$ cat src/rtl/tlk2711_pkg.sv
// Shared TLK2711 link definitions: 18-bit {rkmsb,rklsb,rxd} K-words, deframer states, status codes.
package tlk2711_pkg;

  localparam logic [17:0] K_IDLE     = {2'b10, 16'hBC50};
  localparam logic [17:0] K_SOF      = {2'b11, 16'hFBFB};
  localparam logic [17:0] K_EOF      = {2'b11, 16'hFDFD};
  localparam logic [17:0] K_CODE_ERR = {2'b11, 16'hFEFE};

  typedef enum logic [2:0] {
    ST_HUNT,
    ST_IDLE,
    ST_LEN,
    ST_DATA,
    ST_CSUM,
    ST_EOF
  } rx_state_e;

  localparam logic [2:0] ERR_OK    = 3'd0;
  localparam logic [2:0] ERR_LEN   = 3'd1;
  localparam logic [2:0] ERR_CSUM  = 3'd2;
  localparam logic [2:0] ERR_EOF   = 3'd3;
  localparam logic [2:0] ERR_KCHAR = 3'd4;
  localparam logic [2:0] ERR_SOF   = 3'd5;
  localparam logic [2:0] ERR_CODE  = 3'd6;

endpackage

$ cat src/rtl/tlk2711_sat_cnt.sv
// Saturating statistics counter; a clear wins over a simultaneous increment.
module tlk2711_sat_cnt #(
  parameter int CNT_W = 16
) (
  input  logic             clk,
  input  logic             rst_n,
  input  logic             inc,
  input  logic             clr,
  output logic [CNT_W-1:0] cnt
);

  always_ff @(posedge clk or negedge rst_n) begin
    if (!rst_n)
      cnt <= '0;
    else if (clr)
      cnt <= '0;
    else if (inc && (cnt != '1))
      cnt <= cnt + CNT_W'(1);
  end

endmodule

$ cat src/rtl/tlk2711_rx_deframer.sv
// TLK2711 receive deframer: word-sync hunt, SOF/LEN/payload/CSUM/EOF parsing, status and statistics.
// Optional TLK_RX_PATTERN_CHK_EN adds a counting-pattern payload checker (o_pattern_err_cnt).
module tlk2711_rx_deframer
  import tlk2711_pkg::*;
#(
  parameter int MAX_LEN    = 1024,
  parameter int LOCK_IDLES = 16,
  parameter int CNT_W      = 16
) (
  input  logic             rx_clk,
  input  logic             rx_rstn,
  input  logic [15:0]      i_rxd,
  input  logic             i_rkmsb,
  input  logic             i_rklsb,
  input  logic             i_clr_cnt,
  output logic             o_link_up,
  output logic [15:0]      o_tdata,
  output logic             o_tvalid,
  output logic             o_tlast,
  output logic             o_frame_done,
  output logic             o_frame_err,
  output logic [2:0]       o_err_code,
`ifdef TLK_RX_PATTERN_CHK_EN
  output logic [CNT_W-1:0] o_pattern_err_cnt,
`endif
  output logic [CNT_W-1:0] o_frame_ok_cnt,
  output logic [CNT_W-1:0] o_frame_err_cnt,
  output logic [CNT_W-1:0] o_code_err_cnt
);

  localparam int          LK_W       = $clog2(LOCK_IDLES + 1);
  localparam logic [LK_W-1:0] LOCK_M1 = LK_W'(LOCK_IDLES - 1);
  localparam logic [15:0] MAX_LEN16  = 16'(MAX_LEN);

  logic [17:0] word_q;
  rx_state_e   state_q, state_n;
  logic [LK_W-1:0] idle_cnt_q, idle_cnt_n;
  logic [15:0] len_q, len_n, idx_q, idx_n, sum_q, sum_n;
  logic        csum_bad_q, csum_bad_n;
  logic        link_up_n, tvalid_n, tlast_n, done_n, err_n;
  logic [15:0] tdata_n;
  logic [2:0]  code_n;
  logic        cerr_inc;
  logic        w_idle, w_sof, w_eof, w_cerr, w_k, frame_open;
  logic [15:0] w_data;
`ifdef TLK_RX_PATTERN_CHK_EN
  logic        pat_inc;
`endif

  assign w_data     = word_q[15:0];
  assign w_k        = word_q[17] | word_q[16];
  assign w_idle     = (word_q == K_IDLE);
  assign w_sof      = (word_q == K_SOF);
  assign w_eof      = (word_q == K_EOF);
  assign w_cerr     = (word_q == K_CODE_ERR);
  assign frame_open = (state_q == ST_LEN) || (state_q == ST_DATA) ||
                      (state_q == ST_CSUM) || (state_q == ST_EOF);

  always_ff @(posedge rx_clk or negedge rx_rstn) begin
    if (!rx_rstn) begin
      word_q       <= '0;
      state_q      <= ST_HUNT;
      idle_cnt_q   <= '0;
      len_q        <= '0;
      idx_q        <= '0;
      sum_q        <= '0;
      csum_bad_q   <= 1'b0;
      o_link_up    <= 1'b0;
      o_tdata      <= '0;
      o_tvalid     <= 1'b0;
      o_tlast      <= 1'b0;
      o_frame_done <= 1'b0;
      o_frame_err  <= 1'b0;
      o_err_code   <= '0;
    end else begin
      word_q       <= {i_rkmsb, i_rklsb, i_rxd};
      state_q      <= state_n;
      idle_cnt_q   <= idle_cnt_n;
      len_q        <= len_n;
      idx_q        <= idx_n;
      sum_q        <= sum_n;
      csum_bad_q   <= csum_bad_n;
      o_link_up    <= link_up_n;
      o_tdata      <= tdata_n;
      o_tvalid     <= tvalid_n;
      o_tlast      <= tlast_n;
      o_frame_done <= done_n;
      o_frame_err  <= err_n;
      o_err_code   <= code_n;
    end
  end

  // CODE_ERR overrides every state; otherwise K-words in the middle of a frame abort it.
  always_comb begin
    state_n    = state_q;
    idle_cnt_n = idle_cnt_q;
    len_n      = len_q;
    idx_n      = idx_q;
    sum_n      = sum_q;
    csum_bad_n = csum_bad_q;
    link_up_n  = o_link_up;
    tdata_n    = o_tdata;
    tvalid_n   = 1'b0;
    tlast_n    = 1'b0;
    done_n     = 1'b0;
    err_n      = 1'b0;
    code_n     = ERR_OK;
    cerr_inc   = 1'b0;
`ifdef TLK_RX_PATTERN_CHK_EN
    pat_inc    = 1'b0;
`endif
    if (w_cerr) begin
      cerr_inc   = 1'b1;
      link_up_n  = 1'b0;
      state_n    = ST_HUNT;
      idle_cnt_n = '0;
      if (frame_open) begin
        done_n = 1'b1;
        err_n  = 1'b1;
        code_n = ERR_CODE;
      end
    end else begin
      unique case (state_q)
        ST_HUNT: begin
          if (!w_idle) begin
            idle_cnt_n = '0;
          end else if (idle_cnt_q == LOCK_M1) begin
            idle_cnt_n = '0;
            link_up_n  = 1'b1;
            state_n    = ST_IDLE;
          end else begin
            idle_cnt_n = idle_cnt_q + LK_W'(1);
          end
        end
        ST_IDLE: begin
          if (w_sof) state_n = ST_LEN;
        end
        ST_LEN, ST_DATA, ST_CSUM: begin
          if (w_sof) begin
            done_n  = 1'b1;
            err_n   = 1'b1;
            code_n  = ERR_SOF;
            state_n = ST_LEN;
          end else if (w_k) begin
            done_n  = 1'b1;
            err_n   = 1'b1;
            code_n  = ERR_KCHAR;
            state_n = ST_IDLE;
          end else if (state_q == ST_LEN) begin
            if ((w_data != 16'd0) && (w_data <= MAX_LEN16)) begin
              len_n      = w_data;
              idx_n      = '0;
              sum_n      = '0;
              csum_bad_n = 1'b0;
              state_n    = ST_DATA;
            end else begin
              done_n  = 1'b1;
              err_n   = 1'b1;
              code_n  = ERR_LEN;
              state_n = ST_IDLE;
            end
          end else if (state_q == ST_DATA) begin
            tvalid_n = 1'b1;
            tdata_n  = w_data;
            sum_n    = sum_q + w_data;
            idx_n    = idx_q + 16'd1;
`ifdef TLK_RX_PATTERN_CHK_EN
            pat_inc  = (w_data != idx_q);
`endif
            if (idx_q == len_q - 16'd1) begin
              tlast_n = 1'b1;
              state_n = ST_CSUM;
            end
          end else begin
            csum_bad_n = (w_data != sum_q);
            state_n    = ST_EOF;
          end
        end
        ST_EOF: begin
          done_n = 1'b1;
          err_n  = 1'b1;
          if (w_sof) begin
            code_n  = ERR_SOF;
            state_n = ST_LEN;
          end else if (w_eof) begin
            err_n   = csum_bad_q;
            code_n  = csum_bad_q ? ERR_CSUM : ERR_OK;
            state_n = ST_IDLE;
          end else begin
            code_n  = ERR_EOF;
            state_n = ST_IDLE;
          end
        end
        default: state_n = ST_HUNT;
      endcase
    end
  end

  tlk2711_sat_cnt #(.CNT_W(CNT_W)) u_ok_cnt (
    .clk(rx_clk), .rst_n(rx_rstn), .inc(done_n & ~err_n), .clr(i_clr_cnt), .cnt(o_frame_ok_cnt)
  );

  tlk2711_sat_cnt #(.CNT_W(CNT_W)) u_err_cnt (
    .clk(rx_clk), .rst_n(rx_rstn), .inc(done_n & err_n), .clr(i_clr_cnt), .cnt(o_frame_err_cnt)
  );

  tlk2711_sat_cnt #(.CNT_W(CNT_W)) u_code_err_cnt (
    .clk(rx_clk), .rst_n(rx_rstn), .inc(cerr_inc), .clr(i_clr_cnt), .cnt(o_code_err_cnt)
  );

`ifdef TLK_RX_PATTERN_CHK_EN
  tlk2711_sat_cnt #(.CNT_W(CNT_W)) u_pattern_cnt (
    .clk(rx_clk), .rst_n(rx_rstn), .inc(pat_inc), .clr(i_clr_cnt), .cnt(o_pattern_err_cnt)
  );
`endif

endmodule
$ cat config.mk
export PLATFORM = sky130hd
export DESIGN_NAME = tlk2711_rx_deframer
export DESIGN_NICKNAME = d
export VERILOG_FILES = /design/src/rtl/tlk2711_pkg.sv /design/src/rtl/tlk2711_sat_cnt.sv /design/src/rtl/tlk2711_rx_deframer.sv
export SDC_FILE = /design/constraint.sdc
export NUM_CORES = 1
export LEC_CHECK = 0
export CORE_UTILIZATION = 57
export DETAILED_ROUTE_END_ITERATION = 8
export GPL_TIMING_DRIVEN = 1
export PLACE_DENSITY_LB_ADDON = 0.12
export SYNTH_ARGS = -nofsm -noshare
export SYNTH_HDL_FRONTEND = slang
export SYNTH_HIERARCHICAL = 1
export SYNTH_SLANG_ARGS = --single-unit
export TNS_END_PERCENT = 10
$ cat constraint.sdc
create_clock -name rx_clk -period 3.45 [get_ports rx_clk]
set_clock_uncertainty 0.05 [all_clocks]
set_input_delay 0.5175 -clock rx_clk [delete_from_list [all_inputs] [get_ports rx_clk]]
set_output_delay 0.5175 -clock rx_clk [all_outputs]
set_load 0.02 [all_outputs]
==> metrics, run 1 <==
# Post-CTS Setup Buffers 0; pwr/cell area 375.6 nW/um2; TritonCTS sink count 147; final WL 21.53 mm; GRT Util Overall 29.35%; kind of end point of the critical path flop; most instantiated flip-flop cell in the synthesis netlist sky130_fd_sc_hd__dfrtp_1; Avg Synthesized Cell Area about 9.4 um2; Top Ports 93; via count 7480; critical path class reg2reg; cell area after synthesis 8347 um2; met2 routed wirelength 10.39 mm; largest net degree at the start of global routing 106; clock latency reported for the late side of the worst-skew pair 420 ps; share of flip-flops with an asynchronous set or reset 100.0%; Slew @ Worst Pin around 980 ps; initial cell density of the core 59.21%; Synth warnings 6; number of violations of the max-capacitance limit 0; met3 WL 1.209 mm; die width 123.0 um; crit-path max FO 22; Worst R2R Start word_q[2]; number of clock buffers inserted by TritonCTS 17; router iterations before antenna repair 7; average wire length per cell after detail routing 18.43 um; total congestion overflow after global routing 0; H-tree level count 4; clock-pin slew reported for the worst setup and hold paths after clock tree synthesis 60 ps; register area share after synthesis 44.07%; ANT nets after route 0; number of register bits inferred by synthesis around 150; number of antenna cells inserted 0; area of the die 15130 um2; Die H 123.0 um; R2R cell count 9; minimum clock period after layout 3308 ps; number of antenna violations at the first check in global routing 0; Syn-to-layout area delta 20.49%; clock tree root buffer cell sky130_fd_sc_hd__clkbuf_16; Fmax achieved 302.3 MHz; number of global-route vias before repair 7120; cell row count 43; outcome complete, no violations; TritonCTS clock tree yes; R2R Path End u_err_cnt/cnt[3]; unrepaired setup endpoints after global routing no; Req. time, crit path 3740 ps; net count after synthesis 927; arrival time of the worst setup path 3600 ps; leakage power 0.004401 uW; count of flip-flops with a built-in enable after synthesis 0; sum of negative setup slack 0 ps; Hold/Removal Path Class in2async; number of different library cells in the post-synthesis netlist 78; number of cells produced by synthesis 884; M1 WL 9.569 mm; count of unresolved DRC violations after routing 0; Buffers on Ports slightly above 90; worst relative slew slack between 30% and 40%; routed via count divided by cell count about 6.4; Max Transition Viols Final 0; final weighted congestion of routability-driven global placement 0.9194; Core Region approximately 14000 um2; total power after layout 3778 uW; buffer depth of the longest clock path 2; peak supply drop about 0.37 mV; DR iter-0 viols 541; share of the clock period used by the worst path after layout between 90% and 100%; number of filler instances in the final layout 1073; share of cells above drive strength 1 about a tenth; HPWL Detailed 14.79 mm; Hold Fails Final Rpt 0; setup violators final 0; setup slack on the worst flop-to-flop path 140 ps; kind of start point of the critical path flop; first-pass GRT wire length roughly 35 mm; number of gates resized after CTS 0; total of hold buffers inserted after clock tree synthesis 0; net count reported at finish slightly above 1000; uppermost signal routing layer after detailed routing met4
registers in the layout (all words and copies together) (netlist names):
signal              flops
idle_cnt_q              5
o_tdata                16
o_tvalid                1
o_tlast                 1
csum_bad_q              1
idx_q                  16
o_frame_err             1
o_frame_done            1
sum_q                  16
state_q                 3
o_link_up               1
len_q                  16
word_q                 18
u_err_cnt/cnt          16
u_ok_cnt/cnt           16
o_err_code              3
u_code_err_cnt/cnt     16
cells in the mapped netlist, types with 11 or more instances:
cell                       count  area share (%)
sky130_fd_sc_hd__a21o_1       11            0.99
sky130_fd_sc_hd__a21oi_1      51             3.1
sky130_fd_sc_hd__and3_1       19             1.4
sky130_fd_sc_hd__clkbuf_1     28             1.3
sky130_fd_sc_hd__dfrtp_1     147              44
sky130_fd_sc_hd__ha_1         21             3.1
sky130_fd_sc_hd__inv_1        31             1.4
sky130_fd_sc_hd__nand2_1     116             5.2
sky130_fd_sc_hd__nand3_1      29             1.7
sky130_fd_sc_hd__nand4_1      31             2.3
sky130_fd_sc_hd__nor2_1       37             1.7
sky130_fd_sc_hd__nor2b_1      26             1.9
sky130_fd_sc_hd__nor3_1       21             1.3
sky130_fd_sc_hd__nor4_1       27             2.0
sky130_fd_sc_hd__o21ai_0      34             2.0
sky130_fd_sc_hd__o31ai_1      26             2.3
sky130_fd_sc_hd__or3_1        13            0.97
sky130_fd_sc_hd__or4_1        18             1.6
sky130_fd_sc_hd__xnor2_1      15             1.6
sky130_fd_sc_hd__xor2_1       13             1.4
cell usage in the layout (no fill, tap or decap), types with 5 or more instances in the layout:
master,Yosys,layout
sky130_fd_sc_hd__o211ai_1,5,5
sky130_fd_sc_hd__a21oi_1,51,51
sky130_fd_sc_hd__a22o_1,6,6
sky130_fd_sc_hd__and3_1,19,19
sky130_fd_sc_hd__o221ai_1,8,8
sky130_fd_sc_hd__a31oi_1,5,5
sky130_fd_sc_hd__ha_1,21,21
sky130_fd_sc_hd__a211o_1,6,6
sky130_fd_sc_hd__xnor2_1,15,15
sky130_fd_sc_hd__nor2b_1,26,26
sky130_fd_sc_hd__dfrtp_1,147,147
sky130_fd_sc_hd__nor4b_1,6,6
sky130_fd_sc_hd__nor4_1,27,26
sky130_fd_sc_hd__and4_2,5,5
sky130_fd_sc_hd__clkbuf_16,0,17
sky130_fd_sc_hd__mux2_1,8,8
sky130_fd_sc_hd__nor3_1,21,21
sky130_fd_sc_hd__mux2_4,8,8
sky130_fd_sc_hd__nand2b_1,7,7
sky130_fd_sc_hd__nand2_1,116,116
sky130_fd_sc_hd__o21a_1,6,6
sky130_fd_sc_hd__nand4_1,31,31
sky130_fd_sc_hd__or4_1,18,18
sky130_fd_sc_hd__o31ai_1,26,26
sky130_fd_sc_hd__o21ai_0,34,34
sky130_fd_sc_hd__inv_1,31,31
sky130_fd_sc_hd__o22ai_1,5,5
sky130_fd_sc_hd__o21ai_1,7,7
sky130_fd_sc_hd__nand3_1,29,29
sky130_fd_sc_hd__nor2_1,37,37
sky130_fd_sc_hd__clkdlybuf4s50_1,0,90
sky130_fd_sc_hd__xor2_1,13,13
sky130_fd_sc_hd__or3_1,13,13
sky130_fd_sc_hd__buf_4,1,20
sky130_fd_sc_hd__a21o_1,11,11
logic make-up after synthesis:
logic type	count (synthesis)	synth area share, %
flops	147	44.07
xor+xnor	28	2.938
fa+ha+maj	22	3.388
mux	20	3.028
buf+inv	71	3.673
compound gates	203	16.26
simple gates	393	26.64
critical path, stage by stage (launching register included):
cell                      delay (ps)
sky130_fd_sc_hd__dfrtp_1         440
sky130_fd_sc_hd__or4_1           640
sky130_fd_sc_hd__nor4_2          360
sky130_fd_sc_hd__nor4_4           80
sky130_fd_sc_hd__o21ai_0         170
sky130_fd_sc_hd__nand2_1         110
sky130_fd_sc_hd__nand2_1         170
sky130_fd_sc_hd__inv_1           300
sky130_fd_sc_hd__or4_2           730
sky130_fd_sc_hd__a21oi_1         170
power by group:
group / total, uW / switching (uW) / internal (uW) / leakage [uW]
logic: 135 / 87.5 / 47.8 / 0.00210
registers: 1750 / 16.1 / 1740 / 0.00201
clock network: 1890 / 737 / 1150 / 0.000289
total: 3780 / 841 / 2940 / 0.00440
worst max path at each step:
stage / from / slack, ps / end
detailed placement: word_q[2] / 130 / u_err_cnt/cnt[3]
floorplan: word_q[2] / 480 / u_err_cnt/cnt[3]
global placement: word_q[2] / 230 / u_err_cnt/cnt[3]
finish: word_q[2] / 140 / u_err_cnt/cnt[3]
global route: word_q[2] / 3 / u_err_cnt/cnt[3]
CTS: word_q[2] / 110 / u_err_cnt/cnt[3]
per-layer routing:
metal  vias up  GRT usage [%]
met4         0          9.111
met3        39          6.135
met5         -              0
li1       3481              -
met2       282          47.96
met1      3678          39.23
final cells by class:
cell class              instances  area, um2  area share [%]
clock buffers                  19      442.9           4.404
clock inverters                13      158.9           1.580
inverters                      31      116.4           1.157
multi-input cells             666       4368           43.43
flip-flops and latches        147       3679           36.58
well taps                     180      225.2           2.239
repair buffers                112       1067           10.61
through the flow:
stage / setup WS (ps) / hold WS, ps / area (um2) / util, % / cells
after CTS: 109.2 / 214.1 / 10050 / 71.30 / 1168
final: 142.3 / 149.8 / 10060 / 71.35 / 1168
after detailed placement: 128.8 / 412.6 / 9449 / 67.03 / 1136
after global placement: 226.0 / 413.4 / 9449 / 67.03 / 1136
after floorplan: 481.7 / 171.9 / 8347 / - / 884
after global routing: 2.645 / 249.5 / 10060 / 71.35 / 1168
(Power assumes the default switching activity.)
==> run 2, diff against run 1 <==
- GPL_ROUTABILITY_DRIVEN: default -> 0
==> metrics, run 2 (synthesis results as in run 1) <==
Fmax achieved 308.9 MHz; Syn-to-layout area delta 19.91%; Buffers on Ports slightly above 90; leading cell types in the layout, fill and taps excluded 147 x sky130_fd_sc_hd__dfrtp_1, 116 x sky130_fd_sc_hd__nand2_1, 90 x sky130_fd_sc_hd__clkdlybuf4s50_1; average wire length per cell after detail routing between 15 and 20 um; peak supply drop 0.3832 mV; ANT nets after route 0; number of antenna violations at the first check in global routing 0; Hold Fails Final Rpt 0; Finished Layout Cells 1166; arrival time of the worst setup path 3530 ps; # Post-CTS Setup Buffers 0; setup violators final 0; TritonCTS sink count 147; largest net degree at the start of global routing 109; clock-pin slew reported for the worst setup and hold paths after clock tree synthesis 60 ps; ordered list of cells on the worst path or4_1 -> nor4_2 -> nor4_4 -> o21ai_0 -> nand2_1 -> nand2_1 -> inv_1 -> or4_2 -> a21oi_1; count of unresolved DRC violations after routing 0; final WL 21.28 mm; net count reported at finish just over 1000; Core Region 14100 um2; share of the clock period used by the worst path after layout a little over nine tenths; buffer depth of the longest clock path 2; post-route design area roughly 10000 um2; slowest CP cell sky130_fd_sc_hd__or4_2; Most flops, register word_q; pwr/cell area 364.9 nW/um2; Max Transition Viols Final 0; area of the die 15130 um2; cell row count 43; number of antenna cells inserted 0; number of clock buffers inserted by TritonCTS 17; kind of start point of the critical path flop; number of violations of the max-capacitance limit 0; DR iter-0 viols 767; flip-flop count of the largest register after layout 18; Die H 123.0 um; commonest non-fill, non-tap cell in the layout sky130_fd_sc_hd__dfrtp_1; total congestion overflow after global routing 0; critical path class reg2reg; die width 123.0 um; unrepaired setup endpoints after global routing yes; Hold/Removal Path Class in2async; HPWL Detailed 14.79 mm; via count 7519; Top Ports 93; router iterations before antenna repair 6; initial cell density of the core 59.21%; minimum clock period after layout 3237 ps; Req. time, crit path 3740 ps; slowest cell delay on critical path 720 ps; GRT Util Overall about 30%; kind of end point of the critical path flop; outcome complete, no violations; leakage power ~0.0044 uW; routed via count divided by cell count 6.449; share of cells above drive strength 1 9.331%; number of global-route vias before repair 7084; TritonCTS clock tree yes; clock tree root buffer cell sky130_fd_sc_hd__clkbuf_16; clock latency reported for the late side of the worst-skew pair between 400 and 500 ps; first-pass GRT wire length between 30 and 40 mm; dpl cells 1134; H-tree level count 4; worst relative slew slack between 30% and 40%; setup slack on the worst flop-to-flop path 210 ps; sum of negative setup slack 0 ps; crit-path max FO 22; CP most frequent cell sky130_fd_sc_hd__nand2_1; post-place instance area 9434 um2; Slew @ Worst Pin 982.8 ps
-- run 2: cell types whose count changed in the layout (fill, tap and decap cells not counted), sizes merged --
cell    previous run  this run
inv               32        31
clkbuf            19        24
bufinv             3         1
clkinv             6         4
buf               22        20
-- run 2: stage by stage --
| stage | worst slack, ps | hold slack [ps] | power [uW] | util [%] |
|---|---|---|---|---|
| floorplan | 481.7 | 171.9 | 1828 | - |
| global placement | 254.1 | 411.0 | 1908 | 66.93 |
| detailed placement | 153.5 | 413.0 | 1913 | 66.93 |
| CTS | 128.8 | 237.5 | 3682 | 70.96 |
| global route | -59.74 | 251.0 | 3776 | 71.00 |
| finish | 212.8 | 166.6 | 3652 | 71.00 |
-- run 2: worst paths after layout --
| check | startpoint | end | cells after the start |
|---|---|---|---|
| setup / recovery | word_q[2] | u_err_cnt/cnt[3] | 9 |
| setup reg to reg | word_q[2] | u_err_cnt/cnt[3] | 9 |
| max in group asynchronous | rx_rstn | o_tdata[11] | 2 |
| hold / removal | rx_rstn | u_ok_cnt/cnt[4] | 1 |
| min in group rx_clk | i_clr_cnt | u_code_err_cnt/cnt[4] | 2 |
| hold reg to reg | o_tdata[0] | o_tdata[0] | 2 |
-- run 2: repair_timing --
action                     4_1_cts  5_1_grt
hold buffers                     0        0
resized for setup                0        1
setup endpoints to repair        0        7
-- run 2: layout make-up --
| class | instances | area, um2 |
|---|---|---|
| fillers | 1009 | 4088 |
| inverters | 31 | 116.4 |
| repair buffers | 110 | 1052 |
| clock buffers | 24 | 491.7 |
| flip-flops and latches | 147 | 3679 |
| multi-input cells | 666 | 4368 |
| clock inverters | 8 | 76.32 |
| well taps | 180 | 225.2 |
-- run 2: power by group --
part           switching (uW)  internal [uW]
Combinational            82.6           46.4
Clock                     703           1070
Sequential               18.1           1740
-- run 2: routing by layer --
metal  track usage [%]  up-vias  wire, um
li1                  -     3476         -
met1             39.03     3666      9379
met2             47.30      325     10160
met3             7.103       52      1281
met4             9.413        0       463
met5                 0        -         0
-- run 2: critical path, delay by kind of cell (launching register included) --
family | cells | cell delay [ps]
AO/OA/AOI/OAI | 2 | 330
flip-flops | 1 | 440
buffers and inverters | 1 | 300
AND/OR/NAND/NOR | 6 | 2030
==> run 3, diff against run 2 <==
- CORE_UTILIZATION: 57 -> 49
==> metrics, run 3 (synthesis results as in run 1) <==
initial cell density of the core 50.33%; pwr/cell area approximately 360 nW/um2; number of global-route vias before repair 6758; Multi-input gate area ~4400 um2; Syn-to-layout area delta 20.90%; Hold/Removal Path Class in2async; met1 Track Usage GR 35.41%; clock-pin slew reported for the worst setup and hold paths after clock tree synthesis 60 ps; via count 7213; largest net degree at the start of global routing 67; arrival time of the worst setup path 3510 ps; share of cells above drive strength 1 9.586%; TritonCTS clock tree yes; post-route design area 10090 um2; Global Route met2 Usage 38.60%; die width 132.5 um; clock latency reported for the late side of the worst-skew pair 430 ps; cell row count 47; Top Ports 93; post-place instance area 9544 um2; leakage power 0.004404 uW; TritonCTS sink count 147; Buffers on Ports 92; total congestion overflow after global routing 0; outcome complete, no violations; unrepaired setup endpoints after global routing no; final WL ~21 mm; number of clock buffers inserted by TritonCTS 17; crit-path max FO 22; PnR worst setup slack 229.1 ps; number of antenna violations at the first check in global routing 0; leading cell types in the layout, fill and taps excluded 147 x sky130_fd_sc_hd__dfrtp_1, 116 x sky130_fd_sc_hd__nand2_1, 90 x sky130_fd_sc_hd__clkdlybuf4s50_1; number of filler instances in the final layout 1469; share of the clock period used by the worst path after layout 93.36%; flip-flop count of the largest register after layout 18; met3 usage in global routing 3.525%; first-pass GRT wire length 34.70 mm; H-tree level count 4; total of hold buffers inserted after clock tree synthesis 0; critical path class reg2reg; GRT Util Overall 24.79%; DP Worst Slack between 200 and 250 ps; router iterations before antenna repair 4; Slew @ Worst Pin 916.1 ps; clock tree root buffer cell sky130_fd_sc_hd__clkbuf_16; Max Transition Viols Final 0; Fmax achieved between 300 and 400 MHz; Most flops, register word_q; minimum clock period after layout ~3200 ps; register area about 3700 um2; routed via count divided by cell count around 6.0; peak supply drop 0.3453 mV; kind of start point of the critical path flop; worst relative slew slack 38.47%; ANT nets after route 0; Finished Layout Cells 1211; Core Region 16580 um2; average wire length per cell after detail routing 17.19 um; setup violators final 0; highest-utilization routing layer at the global route stage met2; sum of negative setup slack 0 ps; commonest non-fill, non-tap cell in the layout sky130_fd_sc_hd__dfrtp_1; kind of end point of the critical path flop; count of unresolved DRC violations after routing 0; DR iter-0 viols 573; Hold Fails Final Rpt 0; area of the die 17560 um2; number of antenna cells inserted 0; buffer depth of the longest clock path 2; dpl cells 1182; net count reported at finish 1024; total power after layout 3634 uW; Req. time, crit path 3740 ps; Die H 132.5 um; number of violations of the max-capacitance limit 0; HPWL Detailed 14.64 mm
## run 3: cell types whose count changed in the layout (fill, tap and decap cells not counted), sizes merged
cell      change
buf           +8
bufinv        +1
clkbuf        -1
clkinv        -1
clkinvlp      -2
## run 3: path summary, 6_finish.rpt
| path | startpoint | end | slack [ps] | cells past startpoint |
|---|---|---|---|---|
| min in group rx_clk | o_tdata[15] | o_tdata[15] | 430 | 2 |
| max in group asynchronous | rx_rstn | u_ok_cnt/cnt[1] | 2380 | 2 |
| max reg2reg | word_q[5] | u_err_cnt/cnt[3] | 230 | 9 |
| max | word_q[5] | u_err_cnt/cnt[3] | 230 | 9 |
| min reg2reg | o_tdata[15] | o_tdata[15] | 430 | 2 |
| min | rx_rstn | u_code_err_cnt/cnt[1] | 30 | 1 |
## run 3: routing by layer
metal	routed length (um)	part of all wire, %
met5	0	0
met4	342	1.6
met3	943	4.5
met2	9738	47
met1	9795	47
## run 3: area by class of cell
class	instances	area share (%)
well taps	220	2.728
inverters	31	1.153
repair buffers	118	11.02
flip-flops and latches	147	36.45
clock buffers	23	4.538
multi-input cells	666	43.29
clock inverters	6	0.8184
## run 3: per-stage QoR
| step | hold slack, ps | utilization (%) |
|---|---|---|
| 2_1_floorplan | 171.9 | - |
| 3_5_place_dp | 411.9 | 57.55 |
| 5_1_grt | 81.85 | 60.85 |
| 3_3_place_gp | 410.5 | 57.55 |
| 4_1_cts | 62.55 | 60.81 |
| 6_report | 31.58 | 60.85 |
## run 3: what timing repair did
item,in CTS,in global routing
setup endpoints to repair,0,1
setup buffers,0,0
resized for setup,0,1
## run 3: power by group
group | leakage, uW | switching (uW) | internal [uW]
clock | 0.000263 | 676 | 1070
sequential | 0.00201 | 12.9 | 1740
combinational | 0.00213 | 92.2 | 51.0
total | 0.00440 | 782 | 2850
## run 3: worst max-delay path: stages, from the launching register on
cell	delay [ps]
sky130_fd_sc_hd__dfrtp_1	430
sky130_fd_sc_hd__or4_1	540
sky130_fd_sc_hd__nor4_1	440
sky130_fd_sc_hd__nor4_4	80
sky130_fd_sc_hd__o21ai_0	170
sky130_fd_sc_hd__nand2_1	110
sky130_fd_sc_hd__nand2_1	160
sky130_fd_sc_hd__inv_1	280
sky130_fd_sc_hd__or4_2	710
sky130_fd_sc_hd__a21oi_1	170
